$ cat src/rtl/ctrl_rd_requester_pkg.sv
// ctrl_rd_requester_pkg
//   Shared definitions for the control-word read requester: the c0 mdata tag
//   used for control-line reads, the default re-poll backoff, the requester
//   state type, and a saturating counter helper for the optional statistics.
package ctrl_rd_requester_pkg;

  // mdata tag carried by control-line reads; responses are matched on it.
  localparam logic [15:0] READ_CTRL_MDATA = 16'd3;

  localparam int DEFAULT_POLL_INTERVAL = 64;
  localparam int DEFAULT_ADDR_W        = 42;

  typedef enum logic [2:0] {
    IDLE      = 3'd0,
    ISSUE     = 3'd1,
    WAIT_RESP = 3'd2,
    WAIT_ACK  = 3'd3,
    BACKOFF   = 3'd4,
    GOT       = 3'd5
  } e_ctrl_rd_state;

  // Increment that sticks at all-ones instead of wrapping.
  function automatic logic [31:0] sat_inc32(input logic [31:0] value);
    return (&value) ? value : value + 32'd1;
  endfunction

endpackage

$ cat src/rtl/ctrl_rd_requester_poll_backoff.sv
// ctrl_poll_backoff
//   Loadable down-counter that times the gap between a stale control word
//   and the next poll. load presets the count to POLL_INTERVAL-1; dec
//   counts down and stops at zero; done is high whenever the count is zero.
// Ports:
//   clk    in   clock
//   reset  in   synchronous active-low reset (count cleared to 0)
//   load   in   preset count to POLL_INTERVAL-1 (wins over dec)
//   dec    in   count down by one, holding at zero
//   done   out  count is zero
module ctrl_poll_backoff #(
  parameter int POLL_INTERVAL = 64
) (
  input  logic clk,
  input  logic reset,
  input  logic load,
  input  logic dec,
  output logic done
);

  localparam int CNT_W = (POLL_INTERVAL > 1) ? $clog2(POLL_INTERVAL) : 1;
  localparam logic [CNT_W-1:0] LOAD_VAL = CNT_W'(POLL_INTERVAL - 1);

  logic [CNT_W-1:0] count;

  always_ff @(posedge clk) begin
    if (!reset) begin
      count <= '0;
    end else if (load) begin
      count <= LOAD_VAL;
    end else if (dec && (count != '0)) begin
      count <= count - CNT_W'(1);
    end
  end

  assign done = (count == '0);

endmodule

$ cat src/rtl/ctrl_rd_requester.sv
// ctrl_rd_requester
//   Polls the host control word over the c0 read channel. Issues a single
//   control-line read, steers the matching response to the control decoder
//   as ctrl_resp_valid, and re-polls after POLL_INTERVAL cycles whenever the
//   decoder reports a stale nonce. Only one control read is ever in flight.
//
//   Optional build macro CTRL_RD_REQUESTER_STATS_EN adds saturating
//   poll_count / stale_count outputs and a message on every stale ack.
//
// Ports:
//   clk              in   AFU clock
//   reset            in   synchronous active-low reset
//   enable           in   poll while high
//   ctrl_addr        in   cache-line address of the control word
//   c0_alm_full      in   c0 TX almost-full
//   rd_req_valid     out  c0 read request strobe (registered, one cycle)
//   rd_req_addr      out  request address (zero when no request)
//   rd_req_mdata     out  request mdata (zero when no request)
//   rx_rd_valid      in   c0 RX read response valid
//   rx_rd_mdata      in   c0 RX response mdata
//   ctrl_resp_valid  out  matching response for the decoder (combinational)
//   ctrl_ack         in   decoder ack
//   ctrl_valid       in   decoder says the word carried a fresh nonce
//   ctrl_got         out  fresh control word accepted (level)
//   busy             out  poll in progress (not IDLE, not GOT)
//   poll_count       out  [stats build] requests issued
//   stale_count      out  [stats build] stale acks seen
//
// state      | meaning
// -----------+-----------------------------------------------------------
// IDLE       | not polling; wait for enable
// ISSUE      | request pending, waiting for c0 TX space
// WAIT_RESP  | request in flight, waiting for the READ_CTRL_MDATA response
// WAIT_ACK   | response handed to the decoder, waiting for its verdict
// BACKOFF    | stale nonce seen, counting down to the next poll
// GOT        | fresh word accepted; hold until enable falls
module ctrl_rd_requester
  import ctrl_rd_requester_pkg::*;
#(
  parameter int POLL_INTERVAL = DEFAULT_POLL_INTERVAL,
  parameter int ADDR_W        = DEFAULT_ADDR_W
) (
  input  logic              clk,
  input  logic              reset,
  input  logic              enable,
  input  logic [ADDR_W-1:0] ctrl_addr,
  input  logic              c0_alm_full,
  output logic              rd_req_valid,
  output logic [ADDR_W-1:0] rd_req_addr,
  output logic [15:0]       rd_req_mdata,
  input  logic              rx_rd_valid,
  input  logic [15:0]       rx_rd_mdata,
  output logic              ctrl_resp_valid,
  input  logic              ctrl_ack,
  input  logic              ctrl_valid,
  output logic              ctrl_got,
`ifdef CTRL_RD_REQUESTER_STATS_EN
  output logic [31:0]       poll_count,
  output logic [31:0]       stale_count,
`endif
  output logic              busy
);

  e_ctrl_rd_state state;
  e_ctrl_rd_state state_next;

  logic resp_match;
  logic issue;
  logic stale_ack;
  logic backoff_done;

  assign resp_match = rx_rd_valid && (rx_rd_mdata == READ_CTRL_MDATA);

  ctrl_poll_backoff #(
    .POLL_INTERVAL(POLL_INTERVAL)
  ) u_backoff (
    .clk   (clk),
    .reset (reset),
    .load  (stale_ack),
    .dec   (state == BACKOFF),
    .done  (backoff_done)
  );

  always_comb begin
    state_next = state;
    issue      = 1'b0;
    stale_ack  = 1'b0;
    case (state)
      IDLE: begin
        if (enable) state_next = ISSUE;
      end
      ISSUE: begin
        // Disable beats issuing; almost-full sampled this cycle suppresses it.
        if (!enable) begin
          state_next = IDLE;
        end else if (!c0_alm_full) begin
          issue      = 1'b1;
          state_next = WAIT_RESP;
        end
      end
      WAIT_RESP: begin
        // A response arriving after disable is drained without reaching the
        // decoder so its nonce is left unconsumed.
        if (resp_match) state_next = enable ? WAIT_ACK : IDLE;
      end
      WAIT_ACK: begin
        if (ctrl_ack) begin
          if (ctrl_valid) begin
            state_next = GOT;
          end else begin
            stale_ack  = 1'b1;
            state_next = BACKOFF;
          end
        end
      end
      BACKOFF: begin
        if (!enable) begin
          state_next = IDLE;
        end else if (backoff_done) begin
          state_next = ISSUE;
        end
      end
      GOT: begin
        if (!enable) state_next = IDLE;
      end
      default: state_next = IDLE;
    endcase
  end

  always_ff @(posedge clk) begin
    if (!reset) begin
      state        <= IDLE;
      rd_req_valid <= 1'b0;
      rd_req_addr  <= '0;
      rd_req_mdata <= '0;
    end else begin
      state        <= state_next;
      rd_req_valid <= issue;
      rd_req_addr  <= issue ? ctrl_addr : '0;
      rd_req_mdata <= issue ? READ_CTRL_MDATA : 16'd0;
    end
  end

  // Gated by reset so nothing reaches the decoder in a reset cycle.
  assign ctrl_resp_valid = reset && (state == WAIT_RESP) && resp_match && enable;
  assign ctrl_got        = (state == GOT);
  assign busy            = (state != IDLE) && (state != GOT);

`ifdef CTRL_RD_REQUESTER_STATS_EN
  // poll_count advances on the same edge that raises rd_req_valid.
  always_ff @(posedge clk) begin
    if (!reset) begin
      poll_count  <= '0;
      stale_count <= '0;
    end else begin
      if (issue) poll_count <= sat_inc32(poll_count);
      if (stale_ack) begin
        stale_count <= sat_inc32(stale_count);
        $display("[RD REQ] - stale control word, re-polling");
      end
    end
  end
`endif

endmodule

$ cat config.mk
export PLATFORM = sky130hd
export DESIGN_NAME = ctrl_rd_requester
export DESIGN_NICKNAME = d
export VERILOG_FILES = /design/src/rtl/ctrl_rd_requester_pkg.sv /design/src/rtl/ctrl_rd_requester_poll_backoff.sv /design/src/rtl/ctrl_rd_requester.sv
export SDC_FILE = /design/constraint.sdc
export NUM_CORES = 1
export LEC_CHECK = 0
export ABC_AREA = 1
export BUFFER_PORTS_ARGS = -buffer_cell sky130_fd_sc_hd__buf_2
export CAP_MARGIN = 20
export CORE_UTILIZATION = 25
export DETAILED_ROUTE_END_ITERATION = 16
export GPL_TIMING_DRIVEN = 0
export HOLD_SLACK_MARGIN = 0.05
export PLACE_DENSITY = 0.49
export SKIP_LAST_GASP = 1
export SLEW_MARGIN = 25
export SYNTH_ARGS = -nofsm -noshare
export SYNTH_HDL_FRONTEND = slang
export SYNTH_SLANG_ARGS = --single-unit
$ cat constraint.sdc
create_clock -name clk -period 1.9 [get_ports clk]
set_clock_uncertainty 0.05 [all_clocks]
set_input_delay 0.095 -clock clk [delete_from_list [all_inputs] [get_ports clk]]
set_output_delay 0.095 -clock clk [all_outputs]
set_load 0.05 [all_outputs]
* Word level (Yosys, flattened, before mapping)
Cells that the tools add are included.
** Storage, ports and cells
- Bits in registers :: 68
- Input port bits :: 65
- Logic and storage cells :: 52
** Cells by class
- $add $sub $neg :: 1
- Eq/ne operators :: 13
- Mux-type cells :: 20
- Reduce and logical (&&, ||, !) cells :: 13
** Operators by type and width (count)
- 3-bit 2-to-1 mux :: 8
- 3-bit case mux with 6 select lines :: 1
- 16-bit by 2-bit equality test with 1-bit output, second input constant :: 1
- 6-bit 2-to-1 mux :: 2
- 3-bit != test, second input constant :: 3
- 2-bit != test, second input constant :: 4
- 1-bit 2-to-1 mux :: 7
- 3-bit by 2-bit equality test with 1-bit output, second input constant :: 2
- 3-bit equality test, second input constant :: 2
- 1-bit logical AND :: 6
- 6-bit logical NOT :: 1
- 6-bit AND reduction :: 1
- 6-bit nonzero test :: 1
- 6-bit by 1-bit subtractor with 6-bit output, second input constant :: 1
- 2-bit 2-to-1 mux :: 2
- 3-bit by 1-bit equality test with 1-bit output, second input constant :: 1
- 3-bit logical NOT :: 1
- 3-bit nonzero test :: 1
- 2-bit AND reduction :: 1
- 2-bit nonzero test :: 1

* Logic depth before layout (Yosys ltp)
Gate-level depths: netlist (run 1).
- Depth in word-level cells :: 4
- Mapped depth :: 9
- Gate-level depth less buffers :: 9

* By module
From an unflattened synthesis (run 1), not the netlist that was laid out.
** Second synthesis, totals
- Cells, all modules :: 274
- Area total of the unflattened synthesis :: 2097.0 um^2
** By module, submodules not included
- ctrl_rd_requester :: times used 1, cells each 216, area each 1714.1 um^2, sequential area each 920.9 um^2
- ctrl_poll_backoff :: times used 1, cells each 58, area each 382.9 um^2, sequential area each 120.1 um^2

* Worst setup path before layout (run 1)
No wires, ideal clock.
- Path kind :: reg2out
- Start point :: register state[1]
- End point :: output port ctrl_resp_valid
- Data arrival time :: 1.892 ns
- Required time :: 1.755 ns
- Slack :: -0.137 ns
- Stages on the path, launching flop included :: 5
- Buffers on the path :: 0
- Cells stage by stage :: dfxtp_1 -> inv_2 -> nor3_1 -> nand2_1 -> nor3_1
** Between the ends
- Longest elaborated chain between the ends :: 4
** RTL lines
- start: declaration :: RTL line ctrl_rd_requester.sv:64 : e_ctrl_rd_state state;
- start signal: assignment :: RTL line ctrl_rd_requester.sv:137 : state <= state_next;
- 3-bit by 2-bit equality test with 1-bit output :: RTL line ctrl_rd_requester.sv:145 : assign ctrl_resp_valid = reset && (state == WAIT_RESP) && resp_match && enable;
- 1-bit logical AND (3 in series) :: RTL line ctrl_rd_requester.sv:145
- end: declaration :: RTL line ctrl_rd_requester.sv:53 : output logic ctrl_resp_valid,
Every way passes these cells.

* Worst setup path in the final report (run 1)
Ends and elaborated chain as after synthesis.

==> impl_metrics.xml, run 1 <==
<?xml version="1.0" encoding="UTF-8"?>
<metrics>
  <group name="critical_path">
    <metric name="worst-endpoint-arrival" unit="ns">1.60</metric>
    <metric name="kind_of_launch_point_of_the_worst_setup_path" unit="">register</metric>
    <metric name="crit_type" unit="">reg2out</metric>
    <metric name="worst-path-max-fanout" unit="">6</metric>
    <metric name="critical_path_required" unit="ns">1.75</metric>
    <metric name="timing.critical_path.to_type" unit="">output pin</metric>
  </group>
  <group name="route">
    <metric name="detail_route.wl_per_cell" unit="µm">9.02</metric>
    <metric name="route.vias.total" unit="">2029</metric>
    <metric name="antenna_viol_nets_final" unit="">0</metric>
    <metric name="drc" unit="">0</metric>
    <metric name="via_per_inst" unit="">3.79</metric>
    <metric name="drt-initial-drc-count" unit="">51</metric>
    <metric name="drt_first_pass_iters" unit="">4</metric>
    <metric name="totalWireLength" unit="µm">4840</metric>
  </group>
  <group name="floorplanning">
    <metric name="placementRows" unit="">32</metric>
    <metric name="die-area" unit="µm²">8430</metric>
    <metric name="die_width" unit="µm">91.8</metric>
    <metric name="initial_utilization" unit="%">26.0</metric>
    <metric name="die_h" unit="µm">91.8</metric>
    <metric name="placeableCoreArea" unit="µm²">7770</metric>
    <metric name="io-pin-count" unit="">127</metric>
  </group>
  <group name="clocking">
    <metric name="clk_root_buffer_cell" unit="">clkbuf_8</metric>
    <metric name="clk_transition_reported_paths" unit="ns">0.10</metric>
    <metric name="cts_inserted_buffers" unit="">5</metric>
    <metric name="clock_sinks" unit="">52</metric>
    <metric name="clk_latency" unit="ns">0.30</metric>
    <metric name="cts_max_level" unit="">2</metric>
    <metric name="max-clock-path-buffers" unit="">2</metric>
    <metric name="tritoncts" unit="">yes</metric>
  </group>
  <group name="final_layout">
    <metric name="layout.nets" unit="">499</metric>
    <metric name="layout-drive-gt1-share" unit="%">35.5</metric>
    <metric name="postLayoutCellArea" unit="µm²">3300</metric>
    <metric name="syn_to_final_growth" unit="%">63.6</metric>
    <metric name="number_of_antenna_cells_inserted" unit="">0</metric>
    <metric name="leading_cell_type_in_the_layout_fill_and_taps_excluded" unit="">buf_2</metric>
    <metric name="final_cell_mix" unit="">buf_2, nor2_1, dfxtp_1</metric>
  </group>
  <group name="global_route">
    <metric name="grtUsageTotal" unit="%">11.8</metric>
    <metric name="wire_length_of_the_first_global_routing_pass" unit="µm">8020</metric>
    <metric name="grt_antenna_before_repair" unit="">0</metric>
    <metric name="grt_pass1_vias" unit="">1885</metric>
    <metric name="grt_max_degree" unit="">19</metric>
    <metric name="overflow" unit="">0</metric>
  </group>
  <group name="pwr">
    <metric name="p_leak" unit="nW">1.88</metric>
    <metric name="pwr_density" unit="nW/µm²">789</metric>
    <metric name="ir_worst_vdd" unit="V">0.000337</metric>
  </group>
  <group name="yosys">
    <metric name="synth_area" unit="µm²">2020</metric>
    <metric name="fraction_of_post_synthesis_cell_area_in_the_top_cell_type_by_area" unit="%">51.6</metric>
    <metric name="post_synthesis_cells" unit="">257</metric>
    <metric name="post-synth-top-area-cell" unit="">dfxtp_1</metric>
    <metric name="postSynthRegisterBits" unit="">52</metric>
    <metric name="syn_avg_cell_area" unit="µm²">7.84</metric>
    <metric name="post_synth_num_cell_types" unit="">24</metric>
    <metric name="synth_sequential_area_ratio" unit="%">51.6</metric>
    <metric name="yosysWarnings" unit="">0</metric>
    <metric name="cells_taking_the_most_area_after_synthesis" unit="">dfxtp_1, nor2_1, inv_1, buf_4, nand2_1</metric>
  </group>
  <group name="timing">
    <metric name="fin_crit_sh" unit="%">91.7</metric>
    <metric name="finalSetupTns" unit="ns">0</metric>
    <metric name="grt_setup_unrepaired" unit="">false</metric>
    <metric name="final_critical_path_setup_slack" unit="ns">0.158</metric>
    <metric name="final_setup_fails" unit="">0</metric>
    <metric name="layout_min_cycle_time" unit="ns">1.74</metric>
    <metric name="final_hold_viol_count" unit="">0</metric>
    <metric name="achievable-frequency" unit="GHz">0.574</metric>
    <metric name="final-max-slew-violation-count" unit="">0</metric>
  </group>
  <group name="placement">
    <metric name="gp_congestion" unit="">0.801</metric>
    <metric name="place.detailed.hpwl" unit="µm">3480</metric>
    <metric name="io_buffers" unit="">112</metric>
    <metric name="placed_area" unit="µm²">2760</metric>
    <metric name="preCtsSetupSlack" unit="ns">0.378</metric>
  </group>
  <group name="flow_run">
    <metric name="cap_violations" unit="">0</metric>
  </group>
  <group name="min_path">
    <metric name="hold_path_class" unit="">in2reg</metric>
  </group>
  <group name="status">
    <metric name="status" unit="">finished clean</metric>
  </group>
</metrics>
area by class of cell:
| class | count | area (µm²) |
|---|---|---|
| buffer | 20 | 165 |
| sequential | 52 | 1040 |
| clock buffer | 5 | 68.8 |
| multi-input combinational | 141 | 654 |
| fill | 803 | 4470 |
| timing repair buffer | 156 | 1000 |
| clock inverter | 3 | 25.0 |
| inverter | 57 | 214 |
| tap | 102 | 128 |
through the flow:
step                      power (mW)  instances  utilization (%)  hold WS, ns
after CTS                       2.65        536             42.4       0.0558
after floorplan                 1.73        270                -        0.127
after global placement          1.90        484             35.5        0.258
after detailed placement        1.90        484             35.5        0.263
final                           2.60        536             42.4       0.0707
after global routing            2.78        536             42.4       0.0669
what timing repair did:
item / in CTS / in global routing
setup buffers: 0 / 0
resized for setup: 0 / 1
hold buffers: 44 / 0
endpoints found under the hold margin: 47 / 0
endpoints found under the setup margin: 0 / 1
worst max-delay path: stages, from the launching register on:
cell and delay, ns:
dfxtp_1 0.47, inv_2 0.08, nor3_2 0.19, nand2_1 0.13, nor3_2 0.15, buf_2 0.28
synthesized netlist by cell type (all sizes together):
cell type	count
buf	20
o21ai	9
nor3	5
nor2	64
ha	1
nor4	1
inv	57
conb	1
xnor2	2
a21boi	1
dfxtp	52
nand3	11
nand4	1
nand2	22
nor3b	1
a22oi	1
a21oi	8
sequential cells by signal, indices dropped and copies added, names as in the netlist:
name and count:
rd_req_mdata 1, state 3, u_backoff.count 6, rd_req_addr 42
metal layers:
layer  GRT usage [%]  routed length [µm]  vias up
met1            13.4                2140      871
met5               0                   0        -
met4            3.78                  45        0
met3            3.98                 368        4
met2            20.9                2280       74
li1                -                   -     1080
power breakdown:
group	switching (mW)	internal (mW)
Combinational	0.477	0.282
Clock	0.379	0.269
Sequential	0.0503	1.14
Total	0.906	1.70
worst paths after layout:
kind	cells past startpoint	to	slack [ns]	start
max	5	ctrl_resp_valid	0.16	state[1]
min	3	rd_req_mdata[0]	0.07	enable
max reg2reg	9	state[1]	0.45	u_backoff.count[0]
min reg2reg	2	u_backoff.count[0]	0.42	u_backoff.count[0]
logic make-up (layout without fill, tap and decap cells):
family          count (synthesis)  in the layout  synth area share (%)
flops                          52             52                  51.6
xor+xnor                        2              2                 0.869
compound gates                 19             19                  4.97
fa+ha+maj                       1              1                 0.621
other cells                     1             14                 0.186
simple gates                  105            105                  22.9
buf+inv                        77            241                  18.8
Power figures use the tool's default switching activity.
==> run 2, diff against run 1 <==
==> constraint.sdc (replaced) <==
create_clock -name clk -period 1.9 [get_ports clk]
set_clock_uncertainty 0.05 [all_clocks]
set_input_delay 0.38 -clock clk [delete_from_list [all_inputs] [get_ports clk]]
set_output_delay 0.38 -clock clk [all_outputs]
set_load 0.05 [all_outputs]
==> impl_metrics.xml, run 2 (synthesis results as in run 1) <==
<?xml version="1.0" encoding="UTF-8"?>
<metrics>
  <group name="critical_path">
    <metric name="worst-endpoint-arrival" unit="ns">1.41</metric>
    <metric name="highest_cell_delay_on_the_worst_timing_path" unit="ns">0.38</metric>
    <metric name="crit_type" unit="">reg2out</metric>
    <metric name="kind_of_launch_point_of_the_worst_setup_path" unit="">register</metric>
    <metric name="timing.critical_path.to_type" unit="">output pin</metric>
    <metric name="worst-path-max-fanout" unit="">4</metric>
    <metric name="reg2reg_to" unit="">u_backoff.count[1]</metric>
    <metric name="rr_worst_depth" unit="">7</metric>
    <metric name="crit_path_cell_trace" unit="">inv_2 &gt; nor3_4 &gt; nand2_1 &gt; nor3_2 &gt; buf_6</metric>
    <metric name="rr_startpoint" unit="">state[2]</metric>
    <metric name="reg2reg_setup_slack" unit="ns">0.45</metric>
    <metric name="critical_path_required" unit="ns">1.47</metric>
    <metric name="cp_slowest_cell" unit="">dfxtp_4</metric>
  </group>
  <group name="clocking">
    <metric name="clk_transition_reported_paths" unit="ns">0.10</metric>
    <metric name="cts_max_level" unit="">2</metric>
    <metric name="clock_sinks" unit="">52</metric>
    <metric name="clk_root_buffer_cell" unit="">clkbuf_8</metric>
    <metric name="clk_latency" unit="ns">0.29</metric>
    <metric name="max-clock-path-buffers" unit="">2</metric>
    <metric name="cts_inserted_buffers" unit="">5</metric>
    <metric name="tritoncts" unit="">yes</metric>
  </group>
  <group name="timing">
    <metric name="fin_crit_sh" unit="%">97.1</metric>
    <metric name="achievable-frequency" unit="GHz">0.542</metric>
    <metric name="final_hold_viol_count" unit="">0</metric>
    <metric name="final-max-slew-violation-count" unit="">0</metric>
    <metric name="final_hold_slack" unit="ns">0.223</metric>
    <metric name="grt_setup_unrepaired" unit="">true</metric>
    <metric name="layout_min_cycle_time" unit="ns">1.84</metric>
    <metric name="finalSetupTns" unit="ns">0</metric>
    <metric name="final_setup_fails" unit="">0</metric>
  </group>
  <group name="final_layout">
    <metric name="largest_reg_flops" unit="">42</metric>
    <metric name="layout-drive-gt1-share" unit="%">40.2</metric>
    <metric name="number_of_antenna_cells_inserted" unit="">0</metric>
    <metric name="postLayoutCellArea" unit="µm²">2890</metric>
    <metric name="syn_to_final_growth" unit="%">43.4</metric>
    <metric name="layout.nets" unit="">456</metric>
    <metric name="leading_cell_type_in_the_layout_fill_and_taps_excluded" unit="">buf_2</metric>
    <metric name="reg_top3" unit="">rd_req_addr x42, u_backoff.count x6, state x3</metric>
    <metric name="final_cell_mix" unit="">buf_2, nor2_1, inv_1, dfxtp_1, nand2_1</metric>
    <metric name="max_flop_register" unit="">rd_req_addr</metric>
  </group>
  <group name="global_route">
    <metric name="grt_antenna_before_repair" unit="">0</metric>
    <metric name="wire_length_of_the_first_global_routing_pass" unit="µm">7000</metric>
    <metric name="grtUsageTotal" unit="%">10.3</metric>
    <metric name="grt_max_degree" unit="">19</metric>
    <metric name="grt_pass1_vias" unit="">1639</metric>
    <metric name="overflow" unit="">0</metric>
  </group>
  <group name="pwr">
    <metric name="power.switching" unit="µW">915</metric>
    <metric name="clock_power_share" unit="%">25.2</metric>
    <metric name="power.share.switching" unit="%">35.4</metric>
    <metric name="pwr_density" unit="nW/µm²">895</metric>
    <metric name="p_leak" unit="nW">1.71</metric>
    <metric name="p_int" unit="mW">1.67</metric>
    <metric name="ir_worst_vdd" unit="V">0.000319</metric>
    <metric name="pwr-share-seq" unit="%">46.4</metric>
    <metric name="comb_power_share" unit="%">28.4</metric>
  </group>
  <group name="flow_run">
    <metric name="cap_violations" unit="">0</metric>
  </group>
  <group name="min_path">
    <metric name="worstHoldStart" unit="">ctrl_addr[16]</metric>
    <metric name="worstHoldEndpoint" unit="">rd_req_addr[16]</metric>
    <metric name="hold_path_class" unit="">in2reg</metric>
    <metric name="timing.hold.worst_path_depth" unit="">3</metric>
  </group>
  <group name="floorplanning">
    <metric name="die-area" unit="µm²">8430</metric>
    <metric name="io-pin-count" unit="">127</metric>
    <metric name="initial_utilization" unit="%">26.0</metric>
    <metric name="placementRows" unit="">32</metric>
    <metric name="die_width" unit="µm">91.8</metric>
    <metric name="die_h" unit="µm">91.8</metric>
    <metric name="placeableCoreArea" unit="µm²">7770</metric>
  </group>
  <group name="placement">
    <metric name="io_buffers" unit="">112</metric>
    <metric name="placed_area" unit="µm²">2760</metric>
    <metric name="gp_congestion" unit="">0.821</metric>
    <metric name="place.detailed.hpwl" unit="µm">3420</metric>
  </group>
  <group name="route">
    <metric name="antenna_viol_nets_final" unit="">0</metric>
    <metric name="via_per_inst" unit="">3.71</metric>
    <metric name="drc" unit="">0</metric>
    <metric name="drt-initial-drc-count" unit="">36</metric>
    <metric name="detail_route.wl_per_cell" unit="µm">8.72</metric>
    <metric name="drt_first_pass_iters" unit="">4</metric>
    <metric name="route.vias.total" unit="">1830</metric>
    <metric name="totalWireLength" unit="µm">4300</metric>
  </group>
  <group name="status">
    <metric name="status" unit="">finished clean</metric>
  </group>
</metrics>
run 2: changes by cell type in the layout (fill, tap and decap cells not counted), sizes merged:
cell	previous run	this run
dlygate4sd3	44	0
inv	59	58
clkinv	0	1
buf	132	133
run 2: worst max-delay path by stage:
stage                                  to  cells after the start  slack (ns)     start
final                     ctrl_resp_valid                      5        0.06  state[1]
after global routing      ctrl_resp_valid                      5       -0.03  state[1]
after CTS                 ctrl_resp_valid                      4       0.003  state[0]
after detailed placement  ctrl_resp_valid                      5        0.05  state[1]
after global placement    ctrl_resp_valid                      5        0.06  state[1]
after floorplan           ctrl_resp_valid                      4       -0.04  state[1]
run 2: per-stage QoR:
step / power, mW / worst slack, ns / utilization (%) / cells
3_5_place_dp: 1.91 / 0.0541 / 35.6 / 484
3_3_place_gp: 1.91 / 0.0604 / 35.6 / 484
2_1_floorplan: 1.74 / -0.0436 / - / 270
6_report: 2.59 / 0.0555 / 37.2 / 493
4_1_cts: 2.59 / 0.00335 / 37.0 / 492
5_1_grt: 2.74 / -0.0253 / 37.2 / 493
run 2: area by class of cell:
| class | count | area, µm² |
|---|---|---|
| inverter | 57 | 214 |
| clock inverter | 3 | 27.5 |
| buffer | 20 | 165 |
| sequential | 52 | 1050 |
| tap | 102 | 128 |
| fill | 839 | 4880 |
| multi-input combinational | 141 | 667 |
| timing repair buffer | 113 | 574 |
| clock buffer | 5 | 68.8 |
run 2: timing repair:
action / 4_1_cts / 5_1_grt
endpoints found under the setup margin: 1 / 3
endpoints found under the hold margin: 0 / 0
hold buffers: 0 / 0
gates resized for setup: 4 / 3
buffers inserted: 0 / 1
pin swaps: 0 / 2
run 2: routing by layer:
| metal | part of all wire (%) | routed length, µm | GRT usage, % |
|---|---|---|---|
| met2 | 47 | 2000 | 18.0 |
| met1 | 45 | 1950 | 12.2 |
| met3 | 7.6 | 327 | 3.32 |
| met4 | 0.56 | 24 | 2.34 |
| met5 | 0 | 0 | 0 |
run 2: worst max-delay path: cells and delay by family, from the launching register on:
kind	cells	cell delay (ns)
and+or+nand+nor	3	0.51
buffers and inverters	2	0.24
DFF	1	0.38
run 2: power groups by stage:
stage	Clock, mW	Sequential, mW	Combinational, mW
5_1_grt	0.734	1.21	0.797
4_1_cts	0.689	1.21	0.692
2_1_floorplan	0	1.32	0.423
6_report	0.652	1.20	0.735
3_5_place_dp	0	1.22	0.685
3_3_place_gp	0	1.22	0.687
